==> src/rtl/mips_pkg.sv <==
// Shared types for the 5-stage MIPS pipeline control.
// Sequencer states, branch-stage codes, stage bundles.
package mips_pkg;

  typedef enum logic [1:0] {
    BOOT,
    RUN,
    DRAIN,
    HALTED
  } ctrl_state_t;

  localparam int BR_EX  = 2;
  localparam int BR_MEM = 3;

  typedef struct packed {
    logic if_id;
    logic id_ex;
    logic ex_mem;
    logic mem_wb;
  } stage_en_t;

  typedef struct packed {
    logic if_id;
    logic id_ex;
    logic ex_mem;
  } stage_flush_t;

endpackage

==> src/rtl/hazard_detect.sv <==
// Load-use compare between the load in EX and the
// sources of the instruction in ID.
module hazard_detect #(
  parameter int REG_AW = 5
) (
  input  logic [REG_AW-1:0] rs_addr,
  input  logic [REG_AW-1:0] rt_addr,
  input  logic              uses_rs,
  input  logic              uses_rt,
  input  logic              mem_read,
  input  logic [REG_AW-1:0] wr_addr,
  output logic              load_use
);

  logic rs_hit;
  logic rt_hit;
  logic wr_live;

  // $zero is never a real producer.
  assign wr_live  = (wr_addr != '0);
  assign rs_hit   = uses_rs && (rs_addr == wr_addr);
  assign rt_hit   = uses_rt && (rt_addr == wr_addr);
  assign load_use = mem_read && wr_live
                 && (rs_hit || rt_hit);

endmodule

==> src/rtl/pipeline_hazard_ctrl.sv <==
// Fetch PC owner and stage enable/flush sequencer.
// Handles load-use, redirects, imem waits and halt.
module pipeline_hazard_ctrl
  import mips_pkg::*;
#(
  parameter int PC_W      = 5,
  parameter int REG_AW    = 5,
  parameter int RESET_PC  = 0,
  parameter int BR_STAGE  = 3,
  parameter int DRAIN_CYC = 4,
  parameter int CNT_W     = 16
) (
  input  logic              clk,
  input  logic              reset,
  input  logic [REG_AW-1:0] id_rs_addr,
  input  logic [REG_AW-1:0] id_rt_addr,
  input  logic              id_uses_rs,
  input  logic              id_uses_rt,
  input  logic              idex_mem_read,
  input  logic [REG_AW-1:0] idex_wr_addr,
  input  logic              id_jump,
  input  logic [PC_W-1:0]   id_jump_addr,
  input  logic              br_taken,
  input  logic [PC_W-1:0]   br_target,
  input  logic              imem_ready,
  input  logic              halt_req,
  output logic [PC_W-1:0]   pc,
  output logic              pc_valid,
  output logic              if_id_en,
  output logic              id_ex_en,
  output logic              ex_mem_en,
  output logic              mem_wb_en,
  output logic              if_id_flush,
  output logic              id_ex_flush,
  output logic              ex_mem_flush,
  output logic              halted,
  output logic [CNT_W-1:0]  stall_cnt,
  output logic [CNT_W-1:0]  flush_cnt
);

  localparam int DW =
    (DRAIN_CYC > 1) ? $clog2(DRAIN_CYC) : 1;
  localparam logic [DW-1:0] DLAST =
    DW'(DRAIN_CYC - 1);
  localparam logic BR_FL_MEM =
    (BR_STAGE == BR_MEM);
  localparam logic [PC_W-1:0] PC_RST =
    PC_W'(RESET_PC);

  if (BR_STAGE != BR_EX && BR_STAGE != BR_MEM)
  begin : g_bad_br_stage
    $error("BR_STAGE must be 2 (EX) or 3 (MEM)");
  end

  ctrl_state_t       state;
  ctrl_state_t       state_nx;
  logic [PC_W-1:0]   pc_nx;
  logic [DW-1:0]     dcnt;
  logic [DW-1:0]     dcnt_nx;
  logic              rst_q;
  logic              load_use;
  logic              stall_inc;
  logic              flush_inc;
  logic              pc_valid_c;
  logic              halt_take;
  logic              sel_br;
  logic              sel_jmp;
  logic              sel_lu;
  logic              sel_wait;
  logic              sel_adv;
  stage_en_t         en;
  stage_flush_t      fl;

  hazard_detect #(
    .REG_AW (REG_AW)
  ) u_hazard_detect (
    .rs_addr  (id_rs_addr),
    .rt_addr  (id_rt_addr),
    .uses_rs  (id_uses_rs),
    .uses_rt  (id_uses_rt),
    .mem_read (idex_mem_read),
    .wr_addr  (idex_wr_addr),
    .load_use (load_use)
  );

  // One-hot RUN action, highest priority wins.
  assign sel_br   = br_taken;
  assign sel_jmp  = id_jump && !br_taken;
  assign sel_lu   = load_use && !br_taken
                 && !id_jump;
  assign sel_wait = !imem_ready && !load_use
                 && !br_taken && !id_jump;
  assign sel_adv  = imem_ready && !load_use
                 && !br_taken && !id_jump;

  assign halt_take = halt_req && !br_taken
                  && !id_jump;

  // Release synchroniser; BOOT waits for it.
  always_ff @(posedge clk or negedge reset) begin
    if (!reset) rst_q <= 1'b0;
    else        rst_q <= 1'b1;
  end

  // State, fetch PC and drain counter registers.
  always_ff @(posedge clk or negedge reset) begin
    if (!reset) begin
      state <= BOOT;
      pc    <= PC_RST;
      dcnt  <= '0;
    end else if (rst_q) begin
      state <= state_nx;
      pc    <= pc_nx;
      dcnt  <= dcnt_nx;
    end
  end

  // Next state, next PC and stage controls.
  always_comb begin
    state_nx   = state;
    pc_nx      = pc;
    dcnt_nx    = dcnt;
    en         = '0;
    fl         = '0;
    pc_valid_c = 1'b0;
    stall_inc  = 1'b0;
    flush_inc  = 1'b0;
    if (rst_q) begin
      unique case (state)
        BOOT: begin
          en       = '1;
          fl       = '1;
          state_nx = RUN;
        end
        RUN: begin
          pc_valid_c = 1'b1;
          en         = '1;
          unique case (1'b1)
            sel_br: begin
              pc_nx     = br_target;
              fl.if_id  = 1'b1;
              fl.id_ex  = 1'b1;
              fl.ex_mem = BR_FL_MEM;
              flush_inc = 1'b1;
            end
            sel_jmp: begin
              pc_nx     = id_jump_addr;
              fl.if_id  = 1'b1;
              flush_inc = 1'b1;
            end
            sel_lu: begin
              en.if_id  = 1'b0;
              fl.id_ex  = 1'b1;
              stall_inc = 1'b1;
            end
            sel_wait: begin
              fl.if_id  = 1'b1;
              stall_inc = 1'b1;
            end
            sel_adv: begin
              pc_nx = pc + PC_W'(1);
            end
            default: ;
          endcase
          // Drop the fetch at pc; it resumes there.
          if (halt_take) begin
            state_nx = DRAIN;
            dcnt_nx  = '0;
            pc_nx    = pc;
            if (!load_use) fl.if_id = 1'b1;
          end
        end
        DRAIN: begin
          en       = '1;
          fl.if_id = 1'b1;
          if (br_taken) begin
            pc_nx     = br_target;
            fl.id_ex  = 1'b1;
            fl.ex_mem = BR_FL_MEM;
            flush_inc = 1'b1;
          end
          if (dcnt == DLAST) state_nx = HALTED;
          else dcnt_nx = dcnt + DW'(1);
        end
        HALTED: begin
          if (!halt_req) state_nx = RUN;
        end
        default: state_nx = BOOT;
      endcase
    end
  end

  // Saturating stall/flush statistics.
  always_ff @(posedge clk or negedge reset) begin
    if (!reset) begin
      stall_cnt <= '0;
      flush_cnt <= '0;
    end else begin
      if (stall_inc && stall_cnt != '1)
        stall_cnt <= stall_cnt + CNT_W'(1);
      if (flush_inc && flush_cnt != '1)
        flush_cnt <= flush_cnt + CNT_W'(1);
    end
  end

  assign pc_valid     = pc_valid_c;
  assign if_id_en     = en.if_id;
  assign id_ex_en     = en.id_ex;
  assign ex_mem_en    = en.ex_mem;
  assign mem_wb_en    = en.mem_wb;
  assign if_id_flush  = fl.if_id;
  assign id_ex_flush  = fl.id_ex;
  assign ex_mem_flush = fl.ex_mem;
  assign halted       = (state == HALTED);

endmodule

==> config.mk <==
export PLATFORM = sky130hd
export DESIGN_NAME = pipeline_hazard_ctrl
export DESIGN_NICKNAME = d
export VERILOG_FILES = /design/src/rtl/mips_pkg.sv /design/src/rtl/hazard_detect.sv /design/src/rtl/pipeline_hazard_ctrl.sv
export SDC_FILE = /design/constraint.sdc
export NUM_CORES = 1
export LEC_CHECK = 0
export CORE_ASPECT_RATIO = 1.1
export CORE_MARGIN = 4
export CORE_UTILIZATION = 43
export CTS_CLUSTER_SIZE = 24
export DETAILED_ROUTE_END_ITERATION = 6
export GPL_TIMING_DRIVEN = 0
export PLACE_DENSITY = 0.74
export SYNTH_ARGS = -nofsm -noshare
export SYNTH_HDL_FRONTEND = slang
export SYNTH_HIERARCHICAL = 1
export SYNTH_SLANG_ARGS = --single-unit
export TNS_END_PERCENT = 20
==> constraint.sdc <==
create_clock -name clk -period 2.7 [get_ports clk]
set_input_delay 0.81 -clock clk [delete_from_list [all_inputs] [get_ports clk]]
set_output_delay 0.81 -clock clk [all_outputs]
set_load 0.005 [all_outputs]
==> run_results.csv <==
group,metric,value,unit
run_status,status,"finished, violations left",
run_status,violations,"setup timing",
synth,yosys_warnings,6,
sta,setup_viol,8,
clocking,clockBufferDepth,2,
grt,grt_pass1_wl,10680,um
grt,track_usage,0.1661,
clocking,cts_max_level,2,
placed_design,place_hpwl,4744,um
synth,syn-num-nets,309,
placed_design,place_area,0.003592,mm^2
sta,period_needed,3055,ps
final_layout,drive_above_1_share,0.1933,
synth,synth_seq_cells,42,
setup_path,timing.reg2reg.setup_slack,570,ps
synth,synth_common_cells,"dfrtp_1 (42), xnor2_1 (20), nand2_1 (19), xor2_1 (18), nand3_1 (16)",
setup_path,path_max_fanout,3,
placed_design,io_buffer_count,79,
synth,synth_top_area_share,0.3920,
power_and_ir_drop,leakage,1.597,nW
sta,max_freq,327.3,MHz
drt,drc,0,
sta,tightest_slew,709.3,ps
synth,ys_types,60,
synth,post-synth-top-area-cell,"dfrtp_1",
grt,grt_overflow,0,
synth,synthCells,266,
clocking,ctsHoldBuffers,0,
synth,syn-cell-area,0.002681,mm^2
floorplanning,die-area,0.007564,mm^2
clocking,path_clk_slew,80,ps
drt,detail-route-antenna-nets,0,
drt,routed_wl,6291,um
setup_path,worst_setup_path_start_kind,"input port",
drt,drt_iter0_drc,59,
sta,slew_headroom,0.5264,
synth,ys_top_cells_by_area,"dfrtp_1 (39%), xnor2_1 (6.5%), xor2_1 (5.9%)",
final_layout,diodes,0,
sta,final.setup.tns,-1386,ps
drt,wl_per_cell,14.50,um
hold_path,min_path_type,"in2async",
synth,synth_edf_count,0,
synth,syn_avg_cell_area,10.08,um^2
sta,hold_viol,0,
floorplanning,initial_core_util,0.4534,
drt,num_vias,2321,
sta,rsz0062_at_grt,"true",
final_layout,fill_cells,502,
setup_path,criticalPathCategory,"in2out",
synth,synthFlopType,"dfrtp_1",
clocking,numCtsBuffers,5,
sta,slew_viol_final,0,
sta,worst_slack,-355.3,ps
synth,synth_most_common_cell,"dfrtp_1",
final_layout,nets,399,
flow_run,drv_cap,0,
final_layout,fin_area,0.003750,mm^2
grt,grt_max_degree,40,
clocking,root_buffer,"clkbuf_8",
power_and_ir_drop,ir_worst_vdd,0.4379,mV
final_layout,area_growth,39.85,%
floorplanning,ios,80,
synth,synth_seq_area_share,0.3920,
grt,grt_pass1_vias,2299,
drt,dr.pass1.iters,4,
sta,finClkSkew,13.86,ps
synth,async_reset_ff_frac,1.000,
floorplanning,rows,29,
setup_path,cp.required,1890,ps
power_and_ir_drop,power.density,619.1,mW/mm^2
grt,grt_antenna_before_repair,0,
clocking,cts_tree,"built",
sta,finalCritPeriodShare,1.132,
floorplanning,die_width,83.29,um
setup_path,critPathCaptureType,"primary output",
floorplanning,core,0.005914,mm^2
setup_path,cp_data_arrival_time,2250,ps
placed_design,gp_congestion,0.8176,
clocking,clkLatencyLatePin,290,ps
placed_design,dp.cells,423,
clocking,clock-sinks,42,
floorplanning,die_h,90.82,um
drt,vias_per_cell,5.348,
final_layout,fin_cells,434,
power_and_ir_drop,p_total,2.321,mW
placed_design,post-place-ws,-1229,ps
final timing paths:
| path | startpoint | end | depth (start not counted) |
|---|---|---|---|
| max in group asynchronous | reset | state[0] | 2 |
| setup / recovery | id_rt_addr[1] | id_ex_flush | 9 |
| min in group clk | stall_cnt[15] | stall_cnt[15] | 1 |
| hold reg to reg | stall_cnt[15] | stall_cnt[15] | 1 |
| hold / removal | reset | pc[3] | 1 |
| setup reg to reg | state[1] | stall_cnt[9] | 7 |
report_power, final:
| group | internal [mW] | switching (mW) | leakage [nW] | total (mW) |
|---|---|---|---|---|
| Combinational | 0.570 | 0.461 | 0.995 | 1.03 |
| Clock | 0.183 | 0.212 | 0.0452 | 0.395 |
| Sequential | 0.745 | 0.151 | 0.557 | 0.896 |
| Total | 1.50 | 0.824 | 1.60 | 2.32 |
state kept, by name (all words and copies together), names as in the netlist:
signal and flops:
pc 5, stall_cnt 16, dcnt 2, flush_cnt 16
rst_q 1, state 2
critical path: stages:
cell and delay (ps):
buf_6 90, xor2_1 150, nor4_2 270, nand3_1 170
a21oi_4 220, and3b_1 200, o22ai_2 70, a21oi_1 130
buf_2 130
per-layer routing:
layer  GRT usage  wire length [um]
met4     0.02861                28
met5           0                 0
met2      0.2854              3166
met1      0.2130              2802
met3     0.04197               293
area by class of cell:
class                      instances  area, um^2  share of cell area
clock inverter                     2       13.76            0.003670
clock buffer                       6       72.57             0.01935
tap                               77       96.34             0.02569
sequential                        42        1051              0.2803
multi-input combinational        204        1605              0.4281
timing repair buffer              83       803.3              0.2142
buffer                             9       66.31             0.01768
inverter                          11       41.29             0.01101
stage by stage:
stage	hold slack, ps	util
2_1_floorplan	481.1	-
5_1_grt	314.6	0.6340
6_report	325.8	0.6340
3_5_place_dp	489.7	0.6074
4_1_cts	316.1	0.6277
3_3_place_gp	480.0	0.6048
logic make-up (layout without fill, tap and decap cells):
| logic type | Yosys count | in the layout | synth area share |
|---|---|---|---|
| and+or+nand+nor | 101 | 101 | 0.2436 |
| muxes | 8 | 8 | 0.03453 |
| buffers and inverters | 20 | 111 | 0.03640 |
| xor gates and xnor gates | 38 | 38 | 0.1241 |
| DFF | 42 | 42 | 0.3920 |
| AOI/OAI and AO/OA | 47 | 47 | 0.1260 |
| adders and majority gates | 9 | 9 | 0.04200 |
| other | 1 | 1 | 0.001399 |
repair_timing:
| action | 4_1_cts | 5_1_grt |
|---|---|---|
| resized for setup | 82 | 12 |
| setup endpoints to repair | 27 | 22 |
| setup buffers | 3 | 0 |
| pin swaps | 19 | 9 |
cell usage in the layout (no fill, tap or decap), types with 6 or more instances in the layout:
master           instances
clkbuf_8                 6
buf_2                   12
nor2_1                   6
ha_1                     8
xnor2_1                 20
o21ai_0                  6
xor2_1                  17
inv_1                   11
buf_6                    8
dfrtp_1                 42
nand3_1                 16
nand4_1                 11
a21oi_1                 11
clkdlybuf4s50_1         59
nand2_1                 17
(Power assumes the default switching activity.)
